--- config.mk ---
export PLATFORM = sky130hd
export DESIGN_NAME = usb_uart_bridge_fifo_ep
export DESIGN_NICKNAME = d
export VERILOG_FILES = /design/src/rtl/usb_uart_bridge_fifo_ep.sv
export SDC_FILE = /design/constraint.sdc
export NUM_CORES = 2
export LEC_CHECK = 0
export ABC_AREA = 1
export BUFFER_PORTS_ARGS = -buffer_cell sky130_fd_sc_hd__buf_2
export CAP_MARGIN = 20
export CORE_ASPECT_RATIO = 0.9
export CORE_UTILIZATION = 55
export CTS_CLUSTER_SIZE = 16
export DETAILED_ROUTE_END_ITERATION = 12
export HOLD_SLACK_MARGIN = 0.1
export PLACE_DENSITY = 0.83
export SYNTH_ARGS = -nofsm -noshare
export SYNTH_HDL_FRONTEND = slang
export SYNTH_SLANG_ARGS = --single-unit
--- constraint.sdc ---
create_clock -name clk -period 5.6 [get_ports clk]
set_input_delay 1.12 -clock clk [delete_from_list [all_inputs] [get_ports clk]]
set_output_delay 1.12 -clock clk [all_outputs]
set_load 0.02 [all_outputs]
--- src/rtl/usb_uart_bridge_fifo_ep.sv ---
`default_nettype none
// ============================================================================
// Module   : usb_uart_bridge_fifo_ep
// Brief    : Buffered USB bulk-endpoint <-> byte-stream bridge. The TX FIFO
//            feeds multi-byte IN packets. A short packet is flushed after
//            FLUSH_TIMEOUT idle cycles. The RX FIFO is filled from the OUT
//            endpoint one byte at a time.
// Option   : USB_UART_BRIDGE_ZLP_EN - when defined, a packet of exactly
//            MAX_PKT bytes that empties the TX FIFO is followed by a
//            zero-length packet.
// Revision : 1.0 - initial release
// ============================================================================
module usb_uart_bridge_fifo_ep #(
  parameter int TX_DEPTH      = 128,
  parameter int RX_DEPTH      = 64,
  parameter int MAX_PKT       = 64,
  parameter int FLUSH_TIMEOUT = 1000
) (
  input  logic                        clk,
  input  logic                        reset_n,
  output logic                        out_ep_req,
  input  logic                        out_ep_grant,
  input  logic                        out_ep_data_avail,
  input  logic                        out_ep_setup,
  output logic                        out_ep_data_get,
  input  logic [7:0]                  out_ep_data,
  output logic                        out_ep_stall,
  input  logic                        out_ep_acked,
  output logic                        in_ep_req,
  input  logic                        in_ep_grant,
  input  logic                        in_ep_data_free,
  output logic                        in_ep_data_put,
  output logic [7:0]                  in_ep_data,
  output logic                        in_ep_data_done,
  output logic                        in_ep_stall,
  input  logic                        in_ep_acked,
  input  logic                        uart_we,
  input  logic                        uart_re,
  input  logic [7:0]                  uart_di,
  output logic [7:0]                  uart_do,
  output logic                        uart_wait,
  output logic [$clog2(TX_DEPTH):0]   tx_level,
  output logic [$clog2(RX_DEPTH):0]   rx_level
);
  localparam int c_tx_aw  = $clog2(TX_DEPTH);
  localparam int c_tx_lw  = c_tx_aw + 1;
  localparam int c_rx_aw  = $clog2(RX_DEPTH);
  localparam int c_rx_lw  = c_rx_aw + 1;
  localparam int c_cnt_w  = $clog2(MAX_PKT + 1);
  localparam int c_tmr_w  = $clog2(FLUSH_TIMEOUT + 1);

  localparam logic [c_tx_lw-1:0] c_tx_full_lvl = c_tx_lw'(TX_DEPTH);
  localparam logic [c_tx_lw-1:0] c_tx_pkt_lvl  = c_tx_lw'(MAX_PKT);
  localparam logic [c_rx_lw-1:0] c_rx_full_lvl = c_rx_lw'(RX_DEPTH);
  localparam logic [c_rx_lw-1:0] c_rx_room_lvl = c_rx_lw'(RX_DEPTH - 2);
  localparam logic [c_cnt_w-1:0] c_pkt_max     = c_cnt_w'(MAX_PKT);
  localparam logic [c_tmr_w-1:0] c_tmo         = c_tmr_w'(FLUSH_TIMEOUT);

  typedef enum logic [1:0] {R_IDLE, R_REQ, R_GET, R_CAP} rx_state_t;
  typedef enum logic [2:0] {I_IDLE, I_REQ, I_PUT, I_DONE, I_GAP} in_state_t;

  rx_state_t rx_state_q, rx_state_d;
  in_state_t in_state_q, in_state_d;

  logic [7:0]         tx_mem [TX_DEPTH];
  logic [7:0]         rx_mem [RX_DEPTH];
  logic [c_tx_aw-1:0] tx_wptr_q, tx_rptr_q;
  logic [c_rx_aw-1:0] rx_wptr_q, rx_rptr_q;
  logic [c_tx_lw-1:0] tx_level_q;
  logic [c_rx_lw-1:0] rx_level_q;
  logic [c_cnt_w-1:0] pkt_cnt_q, pkt_cnt_d;
  logic [c_tmr_w-1:0] tmr_q;
  logic [7:0]         uart_do_q, in_data_q;
  logic               in_put_q;

  logic w_tx_full, w_tx_empty, w_rx_full, w_rx_empty, w_rx_room;
  logic w_tx_push, w_tx_pop, w_rx_push, w_rx_pop, w_zlp_pend;
  logic unused_inputs;

  assign w_tx_full  = (tx_level_q == c_tx_full_lvl);
  assign w_tx_empty = (tx_level_q == '0);
  assign w_rx_full  = (rx_level_q == c_rx_full_lvl);
  assign w_rx_empty = (rx_level_q == '0);
  assign w_rx_room  = (rx_level_q <= c_rx_room_lvl);
  assign w_tx_push  = uart_we & ~w_tx_full;
  assign w_rx_pop   = uart_re & ~w_rx_empty;
  // RX FIFO is written at the end of R_GET, when the OUT byte is valid.
  assign w_rx_push  = (rx_state_q == R_GET) & ~w_rx_full;

  assign uart_wait     = (uart_we & w_tx_full) | (uart_re & w_rx_empty);
  assign uart_do       = uart_do_q;
  assign in_ep_data    = in_data_q;
  assign in_ep_data_put = in_put_q;
  assign tx_level      = tx_level_q;
  assign rx_level      = rx_level_q;
  assign out_ep_stall  = 1'b0;
  assign in_ep_stall   = 1'b0;
  assign unused_inputs = ^{out_ep_setup, out_ep_acked, in_ep_acked};

`ifdef USB_UART_BRIDGE_ZLP_EN
  logic zlp_q, zlp_d;
  // Remembers that a zero-length packet must follow the current one.
  always_ff @(posedge clk or negedge reset_n) begin
    if (!reset_n) zlp_q <= 1'b0;
    else          zlp_q <= zlp_d;
  end
  assign w_zlp_pend = zlp_q;
`else
  assign w_zlp_pend = 1'b0;
`endif

  // FIFO storage; no reset needed because the levels gate every read.
  always_ff @(posedge clk) begin
    if (w_tx_push) tx_mem[tx_wptr_q] <= uart_di;
    if (w_rx_push) rx_mem[rx_wptr_q] <= out_ep_data;
  end

  // FIFO pointers, levels, UART read data and the registered IN byte.
  always_ff @(posedge clk or negedge reset_n) begin
    if (!reset_n) begin
      tx_wptr_q  <= '0;
      tx_rptr_q  <= '0;
      rx_wptr_q  <= '0;
      rx_rptr_q  <= '0;
      tx_level_q <= '0;
      rx_level_q <= '0;
      uart_do_q  <= '0;
      in_data_q  <= '0;
      in_put_q   <= 1'b0;
    end else begin
      if (w_tx_push) tx_wptr_q <= tx_wptr_q + c_tx_aw'(1);
      if (w_tx_pop)  tx_rptr_q <= tx_rptr_q + c_tx_aw'(1);
      if (w_rx_push) rx_wptr_q <= rx_wptr_q + c_rx_aw'(1);
      if (w_rx_pop)  rx_rptr_q <= rx_rptr_q + c_rx_aw'(1);
      if (w_tx_push && !w_tx_pop)      tx_level_q <= tx_level_q + c_tx_lw'(1);
      else if (!w_tx_push && w_tx_pop) tx_level_q <= tx_level_q - c_tx_lw'(1);
      if (w_rx_push && !w_rx_pop)      rx_level_q <= rx_level_q + c_rx_lw'(1);
      else if (!w_rx_push && w_rx_pop) rx_level_q <= rx_level_q - c_rx_lw'(1);
      if (w_rx_pop) uart_do_q <= rx_mem[rx_rptr_q];
      in_put_q <= w_tx_pop;
      if (w_tx_pop) in_data_q <= tx_mem[tx_rptr_q];
    end
  end

  // Idle-flush timer: counts while data waits in I_IDLE, restarts on writes.
  always_ff @(posedge clk or negedge reset_n) begin
    if (!reset_n)                             tmr_q <= '0;
    else if (w_tx_push || in_state_q != I_IDLE) tmr_q <= '0;
    else if (!w_tx_empty && tmr_q != c_tmo)     tmr_q <= tmr_q + c_tmr_w'(1);
  end

  // State registers for both endpoint FSMs and the packet byte counter.
  always_ff @(posedge clk or negedge reset_n) begin
    if (!reset_n) begin
      rx_state_q <= R_IDLE;
      in_state_q <= I_IDLE;
      pkt_cnt_q  <= '0;
    end else begin
      rx_state_q <= rx_state_d;
      in_state_q <= in_state_d;
      pkt_cnt_q  <= pkt_cnt_d;
    end
  end

  // OUT endpoint FSM: at most one outstanding get, room checked before each.
  always_comb begin
    rx_state_d      = rx_state_q;
    out_ep_req      = 1'b0;
    out_ep_data_get = 1'b0;
    case (rx_state_q)
      R_IDLE: if (out_ep_data_avail && w_rx_room) rx_state_d = R_REQ;
      R_REQ: begin
        out_ep_req = 1'b1;
        if (!out_ep_data_avail) begin
          rx_state_d = R_IDLE;
        end else if (out_ep_grant) begin
          out_ep_data_get = 1'b1;
          rx_state_d      = R_GET;
        end
      end
      R_GET: begin
        out_ep_req = 1'b1;
        rx_state_d = R_CAP;
      end
      R_CAP: begin
        out_ep_req = 1'b1;
        rx_state_d = (out_ep_data_avail && out_ep_grant && w_rx_room) ? R_REQ : R_IDLE;
      end
      default: rx_state_d = R_IDLE;
    endcase
  end

  // IN endpoint FSM: packetises the TX FIFO, ends with a one-cycle done.
  always_comb begin
    in_state_d      = in_state_q;
    pkt_cnt_d       = pkt_cnt_q;
    w_tx_pop        = 1'b0;
    in_ep_req       = 1'b0;
    in_ep_data_done = 1'b0;
`ifdef USB_UART_BRIDGE_ZLP_EN
    zlp_d           = zlp_q;
`endif
    case (in_state_q)
      I_IDLE: begin
        if (tx_level_q >= c_tx_pkt_lvl || (!w_tx_empty && tmr_q == c_tmo)) begin
          in_state_d = I_REQ;
          pkt_cnt_d  = '0;
        end
      end
      I_REQ: begin
        in_ep_req = 1'b1;
        if (in_ep_grant && in_ep_data_free) in_state_d = w_zlp_pend ? I_DONE : I_PUT;
      end
      I_PUT: begin
        in_ep_req = 1'b1;
        if (w_tx_empty || pkt_cnt_q == c_pkt_max) begin
          in_state_d = I_DONE;
        end else if (in_ep_data_free) begin
          w_tx_pop  = 1'b1;
          pkt_cnt_d = pkt_cnt_q + c_cnt_w'(1);
        end
      end
      I_DONE: begin
        in_ep_req       = 1'b1;
        in_ep_data_done = 1'b1;
        in_state_d      = I_GAP;
`ifdef USB_UART_BRIDGE_ZLP_EN
        zlp_d           = (pkt_cnt_q == c_pkt_max) && w_tx_empty;
`endif
      end
      I_GAP: begin
        in_state_d = I_IDLE;
        if (w_zlp_pend) begin
          in_state_d = I_REQ;
          pkt_cnt_d  = '0;
        end
      end
      default: in_state_d = I_IDLE;
    endcase
  end

endmodule
`default_nettype wire

# After elaboration in Yosys (flattened, before gate mapping)
# Memories as Yosys holds them, arrays and structs flattened. A register that Yosys moved wholly into a read port is not among the register bits.
# Index checks and enable logic that the tools add are counted.
[op_classes]
eq_ne = 18
n_reduce_logical = 34
order_cmp = 2
add_sub_neg = 10
n_mux = 32
bitwise_logic = 9
[ops]
columns = ["cell", "count"]
rows = [
  ["$mux W7", 5],
  ["$add A7 B1 Y7 const B", 4],
  ["$mux W10", 2],
  ["$mux W8", 2],
  ["$eq A7 B7 Y1 const B", 2],
  ["$mux W1", 14],
  ["$pmux W7 S2", 1],
  ["$add A6 B1 Y6 const B", 2],
  ["$ne A2 B2 Y1 const B", 6],
  ["$pmux W3 S4", 1],
  ["$add A10 B1 Y10 const B", 1],
  ["$eq A10 B10 Y1 const B", 1],
  ["$logic_and A1 B1 Y1", 10],
  ["$ne A10 B10 Y1 const B", 1],
  ["$mux W3", 3],
  ["$add A8 B1 Y8 const B", 1],
  ["$eq A8 B8 Y1 const B", 1],
  ["$ge A8 B7 Y1 const B", 1],
  ["$logic_not A8 Y1", 1],
  ["$pmux W2 S4", 1],
  ["$reduce_bool A2 Y1", 4],
  ["$sub A8 B1 Y8 const B", 1],
  ["$le A7 B6 Y1 const B", 1],
  ["$logic_not A1 Y1", 7],
  ["19 further kinds", 32],
]
[totals]
mem_bits_rw = 1536
out_inout_bits = 39
in_bits = 27
memories = 2
regBits = 64
[memory_table]
columns = ["name", "words", "word_bits", "rd", "rd_clocked_by_memory_dff", "wr", "line_no", "source"]
rows = [
  ["tx_mem", 128, 8, 1, 1, 1, "65", "logic [7:0] tx_mem [TX_DEPTH];"],
  ["rx_mem", 64, 8, 1, 1, 1, "66", "logic [7:0] rx_mem [RX_DEPTH];"],
]

# Logic depth before layout (Yosys ltp)
[depth]
depth_word = 7
mapped_depth = 18
ltp_nobuf = 18

# Least setup slack after synthesis
# Ideal clock, no wire load.
[synth_path]
kind = "input to register"
startpoint = "in in_ep_data_free"
endpoint = "reg tx_level_q[7], in the netlist tx_level[7]"
path_slack_ns = 2.500
arrival_time_ns = 2.978
path_stages = 14
n_path_buf = 0
cell_sequence = "inv_1 > nor2_2 > inv_2 > ha_1 > inv_1 > ha_1 > a21oi_1 > nand2_1 > nand4_1 > o211ai_1 > a21oi_1 > o21ai_0 > nand2_1 > nand2_1"
[synth_between]
elab_chain_len = 6
elab_cells_between_ends = 8
[synth_rtl]
columns = ["element", "line_no", "source"]
rows = [
  ["start: declaration", "31", "input logic in_ep_data_free,"],
  ["$mux W1 (*)", "218", "end else if (in_ep_data_free) begin"],
  ["$mux W1 (*)", "216", "if (w_tx_empty || pkt_cnt_q == c_pkt_max) begin"],
  ["$mux W1 (*)", "203", "case (in_state_q)"],
  ["$logic_not A1 Y1", "135", "if (w_tx_push && !w_tx_pop) tx_level_q <= tx_level_q + c_tx_lw'(1);"],
  ["$logic_and A1 B1 Y1", "135", ""],
  ["$mux W8 or $reduce_bool A2 Y1 (tied branches)", "-", ""],
  ["end signal: assignment", "135", ""],
  ["end signal: assignment", "136", "else if (!w_tx_push && w_tx_pop) tx_level_q <= tx_level_q - c_tx_lw'(1);"],
  ["end: declaration", "69", "logic [c_tx_lw-1:0] tx_level_q;"],
]
# Every way passes the cells marked *; elsewhere a longest branch is shown, timed or not.
# A chain may end at the register's enable or synchronous reset.

==> results.rst <==
.. list-table::
   :header-rows: 1

   * - Metric
     - Value
   * - Launching instance or port of the critical path
     - tx_rptr_q[2]$_DFFE_PN0P_
   * - Max capacitance violation total
     - 0
   * - Synth cell types
     - 38
   * - Initial core utilization
     - 0.554
   * - Number of DRC violations after detailed-routing iteration 0
     - 6800
   * - TritonCTS clock tree
     - yes
   * - Cell area power density
     - 494 nW/um2
   * - Number of cell rows
     - 122
   * - Peak fanout along the critical path
     - 27
   * - Combinational share of power
     - 0.336
   * - Switching share of total power
     - 0.387
   * - Sum Neg Setup Slack
     - 0 ns
   * - Async S/R FF share, synth
     - 0.0495
   * - Setup slack of the most critical reg-to-reg path
     - 1.60 ns
   * - Routed wire length
     - 168 mm
   * - Highest clock frequency the design can meet
     - 0.250 GHz
   * - Core area
     - 123000 um2
   * - Clock net sink count
     - 1616
   * - Final design utilization
     - 0.603
   * - Kind of start point of the critical path
     - flop
   * - VDD IR max
     - 500 uV
   * - Critical Path RT
     - 6.29 ns
   * - Pre-CTS setup slack
     - 1.57 ns
   * - Leakage
     - 27.3 nW
   * - End point of the critical path
     - in_ep_data[1]$_DFFE_PN0P_
   * - Number of buffers added on ports
     - 60
   * - Layout cell share with drive strength beyond 1
     - 0.0586
   * - CTS root buffer
     - clkbuf_16
   * - Synthesized netlist cell count
     - 6124
   * - Kind of path behind the tightest hold check
     - primary input to asynchronous set/reset pin
   * - Number of CTS-inserted buffers
     - 154
   * - Tightest Pin Transition
     - 1.13 ns
   * - Syn avg cell area
     - 11.1 um2
   * - Post-route worst setup slack
     - 1.60 ns
   * - Vias per cell
     - 5.94
   * - Final-stage net count
     - 6122
   * - Number of non-filler instances in the completed layout
     - 7808
   * - Design internal power
     - 22.4 mW
   * - Via count of the first global-routing pass
     - 44529
   * - GP Congestion
     - 0.963
   * - Final count of negative-setup-slack endpoints
     - 0
   * - Pin count of the biggest net entering global routing
     - 227
   * - Startpoint of the worst register-to-register path
     - tx_rptr_q[2]$_DFFE_PN0P_
   * - Placed cells
     - 7526
   * - Clock latency on the worst-skew pair
     - 0.80 ns
   * - Post-route clock period utilization
     - 0.714
   * - Height of the die
     - 336 um
   * - Total via count in the routed design
     - 46393
   * - Sum of internal, switching and leakage power
     - 36.6 mW
   * - Main synth FF type
     - edfxtp_1
   * - Bufs on Longest Clock Path
     - 3
   * - Synth warn
     - 0
   * - Data arrival at the endpoint of the critical path
     - 4.69 ns
   * - Fin area
     - 74000 um2
   * - Max-slew headroom
     - 0.245
   * - Crit Path Class
     - flop to flop
   * - Kind of end point of the critical path
     - flop
   * - Post-synth EDFFs
     - 1536
   * - GRT Overall Usage
     - 0.262
   * - First-pass DRT Iterations
     - 6
   * - First-pass GRT wire length
     - 253 mm
   * - R2r worst-path depth
     - 10
   * - Area overhead of the layout relative to synthesis
     - 8.75%
   * - IO Pins
     - 66
   * - Die X
     - 373 um
   * - Flop pwr share
     - 0.390
   * - Min Hold Slack
     - 0.358 ns
   * - Run status
     - completed
   * - Remaining antenna violation count after routing
     - 0
   * - Maximum clock skew at final layout
     - 0.0613 ns
   * - CTS clk-pin slew, worst paths
     - 0.06 ns
   * - Number of buffers added for setup after CTS
     - 0
   * - Fin crit period
     - 4.00 ns
   * - Switch Pwr
     - 14.1 mW
   * - Number of DRC violations after detailed routing
     - 0
   * - Post-DP HPWL
     - 94.4 mm
   * - CTS resizes
     - 0
   * - Placed Area
     - 69100 um2
   * - Number of hold-repair buffers added at the cts stage
     - 0
   * - Clock group share of total power
     - 0.274
   * - Seq cells post-synth
     - 1616
   * - Detail-routed net length per standard cell
     - 21.5 um
   * - Terminus of the critical flop-to-flop path
     - in_ep_data[1]$_DFFE_PN0P_
   * - Overflow after GRT
     - 0
   * - Overall die area
     - 125000 um2
   * - Antenna violations before repair
     - 1
   * - Number of H-tree branching levels
     - 4
   * - Unrepaired setup endpoints after global routing
     - false
   * - Post-synthesis instance area
     - 68000 um2
   * - Fraction of the yosys area taken by sequential cells
     - 0.708
   * - Number of hold-slack violations in the final timing report
     - 0
   * - Final-report max-slew violation count
     - 0
[sequential cells by signal, summed over array words and instances, names as in the netlist, 6 cells and up, named ones only]
| name | count |
|---|---|
| in_ep_data | 8 |
| tx_mem | 1024 |
| pkt_cnt_q | 7 |
| tmr_q | 10 |
| uart_do | 8 |
| rx_mem | 512 |
| rx_wptr_q | 6 |
| tx_wptr_q | 7 |
| rx_rptr_q | 6 |
| tx_rptr_q | 7 |
| rx_level | 7 |
| tx_level | 8 |
[logic make-up (layout without fill, tap and decap cells)]
kind of cell / Yosys count / count (layout) / share of synthesized area
buffers and inverters: 743 / 813 / 0.0496
DFF: 1616 / 1616 / 0.708
AOI/OAI and AO/OA: 692 / 692 / 0.0554
and+or+nand+nor: 3019 / 3019 / 0.179
other: 1 / 3 / 0.0000551
xor gates and xnor gates: 30 / 30 / 0.00386
adders and majority gates: 23 / 23 / 0.00445
[cells in the mapped netlist, types with 22 or more instances]
cell type | instances | share of area
a21oi_1 | 94 | 0.0069
buf_2 | 129 | 0.0095
buf_4 | 53 | 0.0059
buf_6 | 30 | 0.0050
clkbuf_1 | 97 | 0.0054
dfrtp_1 | 80 | 0.029
edfxtp_1 | 1536 | 0.68
inv_1 | 387 | 0.021
nand2_1 | 1505 | 0.083
nand3_1 | 530 | 0.039
nand4_1 | 25 | 0.0023
nor2_1 | 916 | 0.051
o211ai_1 | 103 | 0.011
o21ai_0 | 395 | 0.029
o21ai_1 | 70 | 0.0052
o22ai_1 | 22 | 0.0020
xor2_1 | 27 | 0.0035
[worst min-delay path by stage]
stage,from,end,slack (ns)
6_report,reset_n,uart_do[1]$_DFFE_PN0P_,0.36
5_1_grt,reset_n,uart_do[7]$_DFFE_PN0P_,0.44
4_1_cts,reset_n,uart_do[7]$_DFFE_PN0P_,0.39
3_5_place_dp,uart_do[5]$_DFFE_PN0P_,uart_do[5]$_DFFE_PN0P_,0.46
3_3_place_gp,uart_do[2]$_DFFE_PN0P_,uart_do[2]$_DFFE_PN0P_,0.46
2_1_floorplan,tmr_q[6]$_DFFE_PN0P_,tmr_q[6]$_DFFE_PN0P_,0.45
[layer usage]
metal / GRT usage / vias to the layer above / part of all wire
met5: 0 / - / 0.000072
met4: 0.128 / 2 / 0.047
met3: 0.0549 / 490 / 0.12
met2: 0.417 / 3140 / 0.47
met1: 0.347 / 22019 / 0.36
li1: - / 20742 / -
[power by group through the flow]
stage | logic (mW) | registers, mW | clock network (mW)
2_1_floorplan | 8.44 | 14.2 | 0
3_3_place_gp | 11.4 | 14.5 | 0
3_5_place_dp | 11.7 | 14.5 | 0
4_1_cts | 11.9 | 14.2 | 10.0
5_1_grt | 13.3 | 14.3 | 10.5
6_report | 12.3 | 14.3 | 10.0
[layout make-up]
class,count,area [um2]
antenna,1,2.50
clock buffer,202,4080
inverter,412,1560
multi-input combinational,3766,16500
clock inverter,77,718
fill,8901,48800
tap,1612,2020
sequential,1616,48100
timing repair buffer,122,913
[worst max-delay path: stages, from the launching register on]
cell and delay [ns]:
dfrtp_2 0.66, nand2_1 0.77, clkinv_1 1.00, nand3_1 0.42, nand2_1 0.12, nor2_1 0.47, nand2_1 0.10, nand3_1 0.10
nand3_1 0.09, nand3_1 0.10, nand2_1 0.06
[cell usage in the layout, fill, tap and decap left out, types with 27 or more instances in the layout]
master,n
nand2_1,1505
buf_4,61
o211ai_1,103
a21oi_1,94
inv_1,384
clkbuf_1,45
nor2_1,916
nand3_1,530
clkbuf_16,155
edfxtp_1,1536
dfrtp_1,75
xor2_1,27
o21ai_1,70
o21ai_0,395
buf_2,51
clkinv_1,48
Note: power is estimated with default switching activity, not from simulation.
